==> src/rtl/eight_bit_sync_counter_core_if.sv <==
// Control/data bundle for eight_bit_sync_counter_core.
// The master drives the load request, output enable and preset value.
// The slave (the counter core) returns the gated count.
interface eight_bit_sync_counter_core_if #(
  parameter int unsigned WIDTH = 8
);
  logic             load;
  logic             out_en;
  logic [WIDTH-1:0] base_count;
  logic [WIDTH-1:0] counter_state;

  modport master (
    output load,
    output out_en,
    output base_count,
    input  counter_state
  );

  modport slave (
    input  load,
    input  out_en,
    input  base_count,
    output counter_state
  );
endinterface

==> src/rtl/eight_bit_sync_counter_core.sv <==
// Free-running synchronous up-counter with parallel load and output gating.
// rst is synchronous and active-low. Each edge applies reset first, then load, then increment.
// Optional macro COUNTER_OUT_REG_EN registers the gated output, which removes the
// combinational path from out_en to counter_state. The default build (macro undefined)
// drives the gated output combinationally from the count register.
module eight_bit_sync_counter_core #(
  parameter int unsigned WIDTH = 8
) (
  input  logic                           clk,
  input  logic                           rst,
  eight_bit_sync_counter_core_if.slave   bus_io
);

  logic [WIDTH-1:0] count_d;
  logic [WIDTH-1:0] count_q;

  // Next count: reset beats load, and load beats increment. Wrap is natural modulo 2^WIDTH.
  always_comb begin
    count_d = count_q;
    if (!rst) begin
      count_d = '0;
    end else if (bus_io.load) begin
      count_d = bus_io.base_count;
    end else begin
      count_d = count_q + WIDTH'(1);
    end
  end

  // Count register. The synchronous reset is folded into count_d.
  always_ff @(posedge clk) begin
    count_q <= count_d;
  end

`ifdef COUNTER_OUT_REG_EN
  logic [WIDTH-1:0] out_d;
  logic [WIDTH-1:0] out_q;

  // Registered view: gate the value count takes on this edge. count_d is zero under reset,
  // so the output register clears on the same edge as count.
  always_comb begin
    out_d = bus_io.out_en ? count_d : '0;
  end

  // Output register
  always_ff @(posedge clk) begin
    out_q <= out_d;
  end

  assign bus_io.counter_state = out_q;
`else
  // Combinational view: gating only masks the output and never touches the count.
  always_comb begin
    bus_io.counter_state = bus_io.out_en ? count_q : '0;
  end
`endif

endmodule

==> src/flat_wrapper.sv <==
// flat-port wrapper written by rule: the top's interface ports become plain ports
module eight_bit_sync_counter_core_flat 
#(
  parameter int unsigned WIDTH = 8
)
  (clk, rst, bus_io_load, bus_io_out_en, bus_io_base_count, bus_io_counter_state);
  eight_bit_sync_counter_core_if #(.WIDTH(WIDTH)) bus_io_i ();
  input  logic clk;
  input  logic rst;
  input wire logic [$bits(bus_io_i.load)-1:0] bus_io_load;
  input wire logic [$bits(bus_io_i.out_en)-1:0] bus_io_out_en;
  input wire logic [$bits(bus_io_i.base_count)-1:0] bus_io_base_count;
  output wire logic [$bits(bus_io_i.counter_state)-1:0] bus_io_counter_state;
  assign bus_io_i.load = bus_io_load;
  assign bus_io_i.out_en = bus_io_out_en;
  assign bus_io_i.base_count = bus_io_base_count;
  assign bus_io_counter_state = bus_io_i.counter_state;
  eight_bit_sync_counter_core #(.WIDTH(WIDTH)) u_core (.clk(clk), .rst(rst), .bus_io(bus_io_i));
endmodule
==> config.mk <==
export PLATFORM = sky130hd
export DESIGN_NAME = eight_bit_sync_counter_core_flat
export DESIGN_NICKNAME = d
export VERILOG_FILES = /design/src/rtl/eight_bit_sync_counter_core_if.sv /design/src/rtl/eight_bit_sync_counter_core.sv /design/src/flat_wrapper.sv
export SDC_FILE = /design/constraint.sdc
export NUM_CORES = 1
export LEC_CHECK = 0
export ABC_AREA = 1
export CORE_MARGIN = 4
export CORE_UTILIZATION = 28
export CTS_CLUSTER_DIAMETER = 80
export CTS_CLUSTER_SIZE = 14
export DETAILED_ROUTE_END_ITERATION = 12
export HOLD_SLACK_MARGIN = 0.03
export PLACE_DENSITY = 0.53
export SKIP_LAST_GASP = 1
export SLEW_MARGIN = 40
export SYNTH_ARGS = -nofsm -noshare
export SYNTH_HDL_FRONTEND = slang
export SYNTH_SLANG_ARGS = --single-unit
==> constraint.sdc <==
create_clock -name clk -period 1.3 [get_ports clk]
set_input_delay 0.39 -clock clk [delete_from_list [all_inputs] [get_ports clk]]
set_output_delay 0.39 -clock clk [all_outputs]
set_load 0.02 [all_outputs]
==> results.json, run 1 <==
{
  "status": "finished clean",
  "top_register": "u_core.count_q",
  "post_drt_via_cell_ratio": 4.01,
  "hold_violations": 0,
  "r2r-start": "u_core.count_q[1]",
  "timing.rr.end": "u_core.count_q[6]",
  "hpwl_um": 982,
  "synth_cell_type_count": 13,
  "hold_class": "reg -> reg",
  "rsz0062_at_grt": "false",
  "maxCapViolCount": 0,
  "gp_congestion": 0.811,
  "die_h_um": 50.4,
  "finalNetCount": 131,
  "ys.flop_type": "dfxtp_1",
  "fin_skew_ns": 0.00446,
  "worstHoldStart": "u_core.count_q[0]",
  "start_util_pct": 29.5,
  "drt-total-wl_um": 1250,
  "cts-root-buf": "clkbuf_4",
  "cts.path.max_buffers": 2,
  "grt_max_degree": 14,
  "io_buffers": 19,
  "timing.fmax_mhz": 812,
  "post_dp_cell_area_um2": 786,
  "top_regs": "u_core.count_q (8)",
  "yosysMostFrequentCell": "nand2_1",
  "slowest_delay_ns": 0.34,
  "setup_slack_ns": 0.0682,
  "reg2regPathDepth": 7,
  "drt_iter0_drc": 4,
  "drive_above_1_share_pct": 25.0,
  "cp_max_fo": 2,
  "cts.clk_slew.worst_paths_ns": 0.05,
  "cp_slowest_cell": "dfxtp_1",
  "synth-seq-cells": 8,
  "htree_levels": 1,
  "clk_latency_ns": 0.25,
  "yosys-top-cells-count": "nand2_1, nor2_1, inv_1",
  "n_antenna_cell": 0,
  "dp_slack_ns": -0.870,
  "drc": 0,
  "numCtsBuffers": 3,
  "seq_area_frac_synth_pct": 31.8,
  "drv_slew": 0,
  "die_w_um": 50.4,
  "p_leak_uw": 0.000447,
  "synth_edf_count": 0,
  "peakVddDrop_mv": 0.483,
  "period_share_pct": 94.8,
  "cts_tree": "done",
  "critPathCaptureType": "output pin",
  "io-pin-count": 20,
  "synth_area_per_cell_um2": 5.93,
  "synth_nets": 98,
  "critPathRequiredTime_ns": 0.91,
  "synth_top_area_cell": "dfxtp_1",
  "async_reset_ff_share_pct": 0,
  "antenna_found_initial": 0,
  "grt_pass1_wl_um": 1970,
  "hold_path_end": "u_core.count_q[0]",
  "cp-start-kind": "flop",
  "period_minus_slack_ns": 1.23,
  "tightest_slew_ns": 0.254,
  "synthesis.area_um2": 504,
  "rows": 15,
  "slew_headroom_pct": 83.0,
  "overflow": 0,
  "holdWs_ns": 0.549,
  "criticalPathCategory": "reg -> out",
  "power_uw": 638,
  "synthToLayoutAreaGrowth_pct": 55.3,
  "cp.arrival_ns": 0.84,
  "num_vias": 565,
  "track_usage_pct": 10.4,
  "post_drt_wl_per_cell_um": 8.84,
  "r2r_slack_ns": 0.11,
  "die_area_mm2": 0.00254,
  "pwr_density_cell_mw_per_mm2": 815,
  "ys_top_cells_by_area": "dfxtp_1, nand2_1, nor2_1, inv_1, o21ai_0",
  "finalSetupViolations": 0,
  "grt_pass1_vias": 505,
  "syn_inst": 85,
  "core_mm2": 0.00171,
  "clock_sinks": 8,
  "ant_nets": 0,
  "largest_reg_flops": 8,
  "fin_area_um2": 783,
  "yosys_warnings": 0,
  "synth_top_area_share_pct": 31.8,
  "holdPathStages": 2,
  "detailedRoute.firstPassIterationCount": 3,
  "hold_buffers": 0,
  "critical_path.cell_chain": "nand2_1, inv_1, buf_4"
}
repair_timing:
action / 4_1_cts / 5_1_grt
endpoints found under the setup margin: 8 / 5
gates resized for setup: 36 / 6
gates cloned: 0 / 1
setup buffers: 0 / 0
cells by family after synthesis:
logic type | share of synthesized area [%]
buffers and inverters | 15.6
adders and majority gates | 2.48
DFF | 31.8
AOI/OAI and AO/OA | 7.94
xor gates and xnor gates | 3.47
and+or+nand+nor | 38.7
area by class of cell:
type | count | area [um2]
Fill cell | 188 | 925
Multi-Input combinational cell | 58 | 265
Timing Repair Buffer | 29 | 228
Sequential cell | 8 | 161
Inverter | 17 | 67.6
Tap cell | 25 | 31.3
Clock buffer | 3 | 22.5
Timing Repair inverter | 1 | 7.51
worst max path at each step:
stage                            from                 endpoint  slack, ns  cells after the start
detailed placement      bus_io_out_en  bus_io_counter_state[1]      -0.87                      4
global route        u_core.count_q[1]  bus_io_counter_state[1]     0.0003                      3
global placement        bus_io_out_en  bus_io_counter_state[2]      -0.82                      4
CTS                 u_core.count_q[1]  bus_io_counter_state[1]       0.02                      3
floorplan               bus_io_out_en  bus_io_counter_state[0]       0.10                      3
finish              u_core.count_q[1]  bus_io_counter_state[1]       0.07                      3
layout by cell type (no fill, tap or decap):
master and n:
buf_4 12, inv_1 16, dfxtp_1 7, nand3_1 1, clkdlybuf4s50_1 9, o21ai_0 6, buf_2 7, a21oi_1 2
xor2_1 2, nand3_2 2, clkinvlp_4 2, dfxtp_2 1, dlymetal6s2s_1 1, nor2_1 20, nor2_2 2, nand2_1 22
ha_1 1, clkbuf_4 3
where the power goes:
part,internal (uW),leakage (uW),switching [uW],total [uW]
registers,265,0.0000669,9.83,275
logic,90.5,0.000366,88.8,179
clock network,105,0.0000138,78.9,184
total,461,0.000447,178,638
per-layer routing:
layer	wire [um]	global-route usage (%)	vias to the layer above
met5	0	0	-
met3	67	5.93	2
li1	-	-	312
met2	617	17.6	9
met1	552	11.0	242
met4	9	2.69	0
stage by stage:
step | setup TNS, ns | util (%) | cells
5_1_grt | 0 | 45.9 | 141
6_report | 0 | 45.9 | 141
4_1_cts | 0 | 44.7 | 140
2_1_floorplan | 0 | - | 85
3_3_place_gp | -7.64 | 46.0 | 137
3_5_place_dp | -7.88 | 46.0 | 137
critical path: cells and delay by family, from the launching register on:
family | cells | cell delay [ns]
and+or+nand+nor | 1 | 0.06
DFF | 1 | 0.34
buffers and inverters | 2 | 0.19
Power figures use the tool's default switching activity.
==> run 2, diff against run 1 <==
--- a/config.mk
+++ b/config.mk
@@ -6,12 +6,12 @@
 export NUM_CORES = 1
 export LEC_CHECK = 0
 export ABC_AREA = 1
-export CORE_MARGIN = 4
+export CORE_MARGIN = 2
 export CORE_UTILIZATION = 28
 export CTS_CLUSTER_DIAMETER = 80
 export CTS_CLUSTER_SIZE = 14
 export DETAILED_ROUTE_END_ITERATION = 12
-export HOLD_SLACK_MARGIN = 0.03
+export HOLD_SLACK_MARGIN = 0.1
 export PLACE_DENSITY = 0.53
 export SKIP_LAST_GASP = 1
 export SLEW_MARGIN = 40
==> results.json, run 2 (synthesized netlist as in run 1, its figures left out) <==
{
  "io-pin-count": 20,
  "detailedRoute.firstPassIterationCount": 4,
  "met1_length_um": 572,
  "reg2regPathDepth": 7,
  "p_leak_uw": 0.000443,
  "critical_path.cell_chain": "nand2_1, inv_1, buf_2",
  "critPathCaptureType": "output pin",
  "period_minus_slack_ns": 1.23,
  "cp_max_fo": 2,
  "cts_tree": "done",
  "start_util_pct": 29.5,
  "io_buffers": 19,
  "drc": 0,
  "largest_reg_flops": 8,
  "slowest_delay_ns": 0.33,
  "clk_latency_ns": 0.25,
  "finalSetupViolations": 0,
  "wl_met3_um": 73,
  "cts.clk_slew.worst_paths_ns": 0.06,
  "hpwl_um": 932,
  "maxCapViolCount": 0,
  "overflow": 0,
  "cp_slowest_cell": "dfxtp_2",
  "gp_congestion": 0.757,
  "grt_max_degree": 14,
  "grt_pass1_vias": 477,
  "criticalPathCategory": "reg -> out",
  "rows": 15,
  "ant_nets": 0,
  "die_h_um": 46.4,
  "core_mm2": 0.00171,
  "peakVddDrop_mv": 0.479,
  "die_w_um": 46.4,
  "timing.rr.end": "u_core.count_q[6]",
  "rsz0062_at_grt": "true",
  "cp-start-kind": "flop",
  "numCtsBuffers": 3,
  "finalNetCount": 130,
  "met2WireLength_um": 520,
  "holdPathStages": 2,
  "final_cell_mix": "nand2_1, nor2_1, inv_1",
  "post_drt_wl_per_cell_um": 8.42,
  "layout_commonest_cell": "nand2_1",
  "r2r-start": "u_core.count_q[0]",
  "top_register": "u_core.count_q",
  "r2r_slack_ns": 0.13,
  "setup_slack_ns": 0.0674,
  "cp.arrival_ns": 0.84,
  "timing.fmax_mhz": 811,
  "routed.top_layer": "met4",
  "synthToLayoutAreaGrowth_pct": 52.6,
  "antenna_found_initial": 0,
  "period_share_pct": 94.8,
  "pwr_density_cell_mw_per_mm2": 845,
  "track_usage_pct": 13.2,
  "n_antenna_cell": 0,
  "hold_class": "reg -> reg",
  "post_dp_cell_area_um2": 786,
  "die_area_mm2": 0.00216,
  "critPathRequiredTime_ns": 0.91,
  "hold_violations": 0,
  "hold_path_end": "u_core.count_q[0]",
  "worstHoldStart": "u_core.count_q[0]",
  "htree_levels": 1,
  "fillers": 195,
  "drt_iter0_drc": 9,
  "grt_pass1_wl_um": 1930,
  "drt-total-wl_um": 1180,
  "drive_above_1_share_pct": 23.5,
  "status": "finished clean",
  "fin_area_um2": 769,
  "clock_sinks": 8,
  "dp_slack_ns": -0.856,
  "num_vias": 559,
  "fin_skew_ns": 0.00200,
  "post_drt_via_cell_ratio": 3.99,
  "cts-root-buf": "clkbuf_4",
  "cts.path.max_buffers": 2,
  "post-cts-setup-buffer-count": 0,
  "drv_slew": 0,
  "slew_headroom_pct": 74.9,
  "top_regs": "u_core.count_q (8)",
  "tightest_slew_ns": 0.376
}
-- run 2: where the power goes --
group	total [uW]	switching (uW)	internal (uW)
Sequential	275	9.97	265
Clock	200	93.5	106
Combinational	176	86.1	89.7
-- run 2: worst max-delay path by stage --
stage / from / to / cells past startpoint
after floorplan: bus_io_out_en / bus_io_counter_state[0] / 3
after global placement: bus_io_out_en / bus_io_counter_state[4] / 4
after detailed placement: bus_io_out_en / bus_io_counter_state[2] / 4
after CTS: u_core.count_q[2] / bus_io_counter_state[2] / 3
after global routing: bus_io_load / u_core.count_q[5] / 5
final: u_core.count_q[2] / bus_io_counter_state[2] / 3
-- run 2: through the flow --
stage / power (uW) / setup TNS, ns / utilization, % / hold WS [ns] / std cells
global route: 699 / -0.0559 / 45.1 / 0.614 / 140
finish: 650 / 0 / 45.1 / 0.566 / 140
detailed placement: 469 / -7.94 / 46.0 / 0.554 / 137
floorplan: 368 / 0 / - / 0.472 / 85
CTS: 660 / 0 / 44.7 / 0.567 / 140
global placement: 468 / -7.83 / 46.0 / 0.554 / 137
-- run 2: worst max-delay path, delay by kind of cell, from the launching register on --
| family | cells | cell delay (ns) |
|---|---|---|
| simple gates | 1 | 0.05 |
| flops | 1 | 0.33 |
| buf+inv | 2 | 0.20 |
-- run 2: cell type report --
| class | instances | area [um2] | share of cell area (%) |
|---|---|---|---|
| Inverter | 17 | 63.8 | 8.29 |
| Sequential cell | 8 | 161 | 21.0 |
| Timing Repair Buffer | 29 | 225 | 29.3 |
| Multi-Input combinational cell | 58 | 265 | 34.5 |
| Tap cell | 25 | 31.3 | 4.07 |
| Clock buffer | 3 | 22.5 | 2.93 |
-- run 2: repair_timing --
item                       CTS  global route
setup endpoints to repair    8             7
pin swaps                    0             0
resized for setup           36             3
hold buffers                 0             0
-- run 2: per-layer routing --
layer  vias to the layer above  global-route usage [%]
met5                         -                       0
met4                         0                    6.86
met3                         2                    5.88
met2                        15                    19.2
met1                       233                    16.2
li1                        309                       -
==> run 3, diff against run 2 <==
--- a/config.mk
+++ b/config.mk
@@ -6,7 +6,7 @@
 export NUM_CORES = 1
 export LEC_CHECK = 0
 export ABC_AREA = 1
-export CORE_MARGIN = 2
+export CORE_MARGIN = 1
 export CORE_UTILIZATION = 28
 export CTS_CLUSTER_DIAMETER = 80
 export CTS_CLUSTER_SIZE = 14
==> results.json, run 3 (synthesized netlist as in run 1, its figures left out) <==
{
  "status": "finished clean",
  "cp_max_fo": 4,
  "drc": 0,
  "numCtsBuffers": 3,
  "detailedRoute.firstPassIterationCount": 3,
  "reg2regPathDepth": 7,
  "finalSetupViolations": 0,
  "post_drt_wl_per_cell_um": 8.21,
  "maxCapViolCount": 0,
  "clock_sinks": 8,
  "cp.arrival_ns": 0.84,
  "num_vias": 553,
  "rows": 14,
  "cp_slowest_cell": "buf_4",
  "slowest_delay_ns": 0.14,
  "period_minus_slack_ns": 1.23,
  "cp-start-kind": "primary input",
  "final_cells": 140,
  "grt_pass1_wl_um": 1900,
  "numPlacedInstances": 137,
  "fin_skew_ns": 0.00207,
  "period_share_pct": 94.9,
  "pwr_density_cell_mw_per_mm2": 817,
  "tns_ns": 0,
  "p_sw_share_pct": 29.0,
  "hold_buffers": 0,
  "hold_class": "reg -> reg",
  "critPathRequiredTime_ns": 0.91,
  "p_comb_share_pct": 29.1,
  "slew_headroom_pct": 75.6,
  "p_seq_share_pct": 40.7,
  "overflow": 0,
  "htree_levels": 1,
  "power_uw": 671,
  "antenna_found_initial": 0,
  "cts-root-buf": "clkbuf_4",
  "start_util_pct": 31.6,
  "p_leak_uw": 0.000453,
  "worstHoldStart": "u_core.count_q[0]",
  "finalNetCount": 131,
  "io_buffers": 19,
  "intPower_uw": 476,
  "cts.clk_slew.worst_paths_ns": 0.06,
  "top_register": "u_core.count_q",
  "criticalPathCategory": "in -> out",
  "die_w_um": 44.4,
  "critPathCaptureType": "output pin",
  "startpoint": "bus_io_out_en",
  "cts.path.max_buffers": 2,
  "die_area_mm2": 0.00197,
  "track_usage_pct": 13.7,
  "drt_iter0_drc": 5,
  "gp_congestion": 0.701,
  "core_mm2": 0.00159,
  "grt_pass1_vias": 470,
  "critical_path.cell_chain": "buf_2, buf_6, nand2_1, inv_1, buf_4",
  "n_antenna_cell": 0,
  "top_regs": "u_core.count_q (8)",
  "tightest_slew_ns": 0.366,
  "cts_tree": "done",
  "post_drt_via_cell_ratio": 3.95,
  "grt_max_degree": 14,
  "synthToLayoutAreaGrowth_pct": 63.0,
  "r2r_slack_ns": 0.14,
  "ant_nets": 0,
  "final_cell_mix": "nand2_1, nor2_1, inv_1",
  "power_switching_uw": 195,
  "clk_latency_ns": 0.26,
  "timing.fmax_mhz": 811,
  "hpwl_um": 851,
  "die_h_um": 44.4,
  "r2r-start": "u_core.count_q[0]",
  "holdWs_ns": 0.560,
  "largest_reg_flops": 8,
  "holdPathStages": 2,
  "layout_commonest_cell": "nand2_1",
  "drive_above_1_share_pct": 24.1,
  "peakVddDrop_mv": 0.393,
  "drv_slew": 0,
  "hold_violations": 0,
  "drt-total-wl_um": 1150,
  "pwr-share-clk_pct": 30.2,
  "io-pin-count": 20,
  "post-route-util_pct": 51.6
}
==> run 3: cell count changes in the layout (fill, tap and decap cells not counted) <==
cell,before,now
buf_4,12,11
buf_2,7,1
buf_6,0,8
dfxtp_2,1,0
dfxtp_1,7,8
ha_1,1,0
ha_2,0,1
==> run 3: worst max-delay path: cells and delay by family <==
family | cells | cell delay (ns)
AND/OR/NAND/NOR | 1 | 0.05
buffers and inverters | 4 | 0.40
==> run 3: routing by layer <==
metal,vias up,track usage (%),wire [um]
met5,-,0,0
met1,218,18.0,554
met4,0,9.09,30
met3,5,3.67,62
met2,15,19.4,501
li1,315,-,-
==> run 3: power groups by stage <==
stage                     clock, uW  combinational, uW  sequential, uW
after detailed placement          0                191             279
after global routing            228                218             276
after global placement            0                191             279
after floorplan                   0               81.2             286
final                           203                196             273
after CTS                       206                196             273
==> run 3: cell type report <==
class,instances,area (um2)
flip-flops and latches,8,160
inverters,17,63.8
multi-input cells,58,268
well taps,24,30.0
repair buffers,30,278
clock buffers,3,22.5
fillers,160,772
==> run 3: final timing paths <==
kind / to
worst max-delay path: bus_io_counter_state[7]
worst min-delay path: u_core.count_q[0]
worst max register to register: u_core.count_q[6]
worst min register to register: u_core.count_q[0]
==> run 3: per-stage QoR <==
stage / setup slack (ns) / area (um2)
finish: 0.0663 / 822
detailed placement: -0.777 / 792
global placement: -0.771 / 792
global route: -0.00245 / 822
CTS: 0.0626 / 820
floorplan: 0.102 / 504
==> run 3: timing repair <==
item | CTS | global route
endpoints found under the setup margin | 8 | 1
resized for setup | 52 | 1
endpoints found under the hold margin | 0 | 0
buffers inserted | 0 | 0
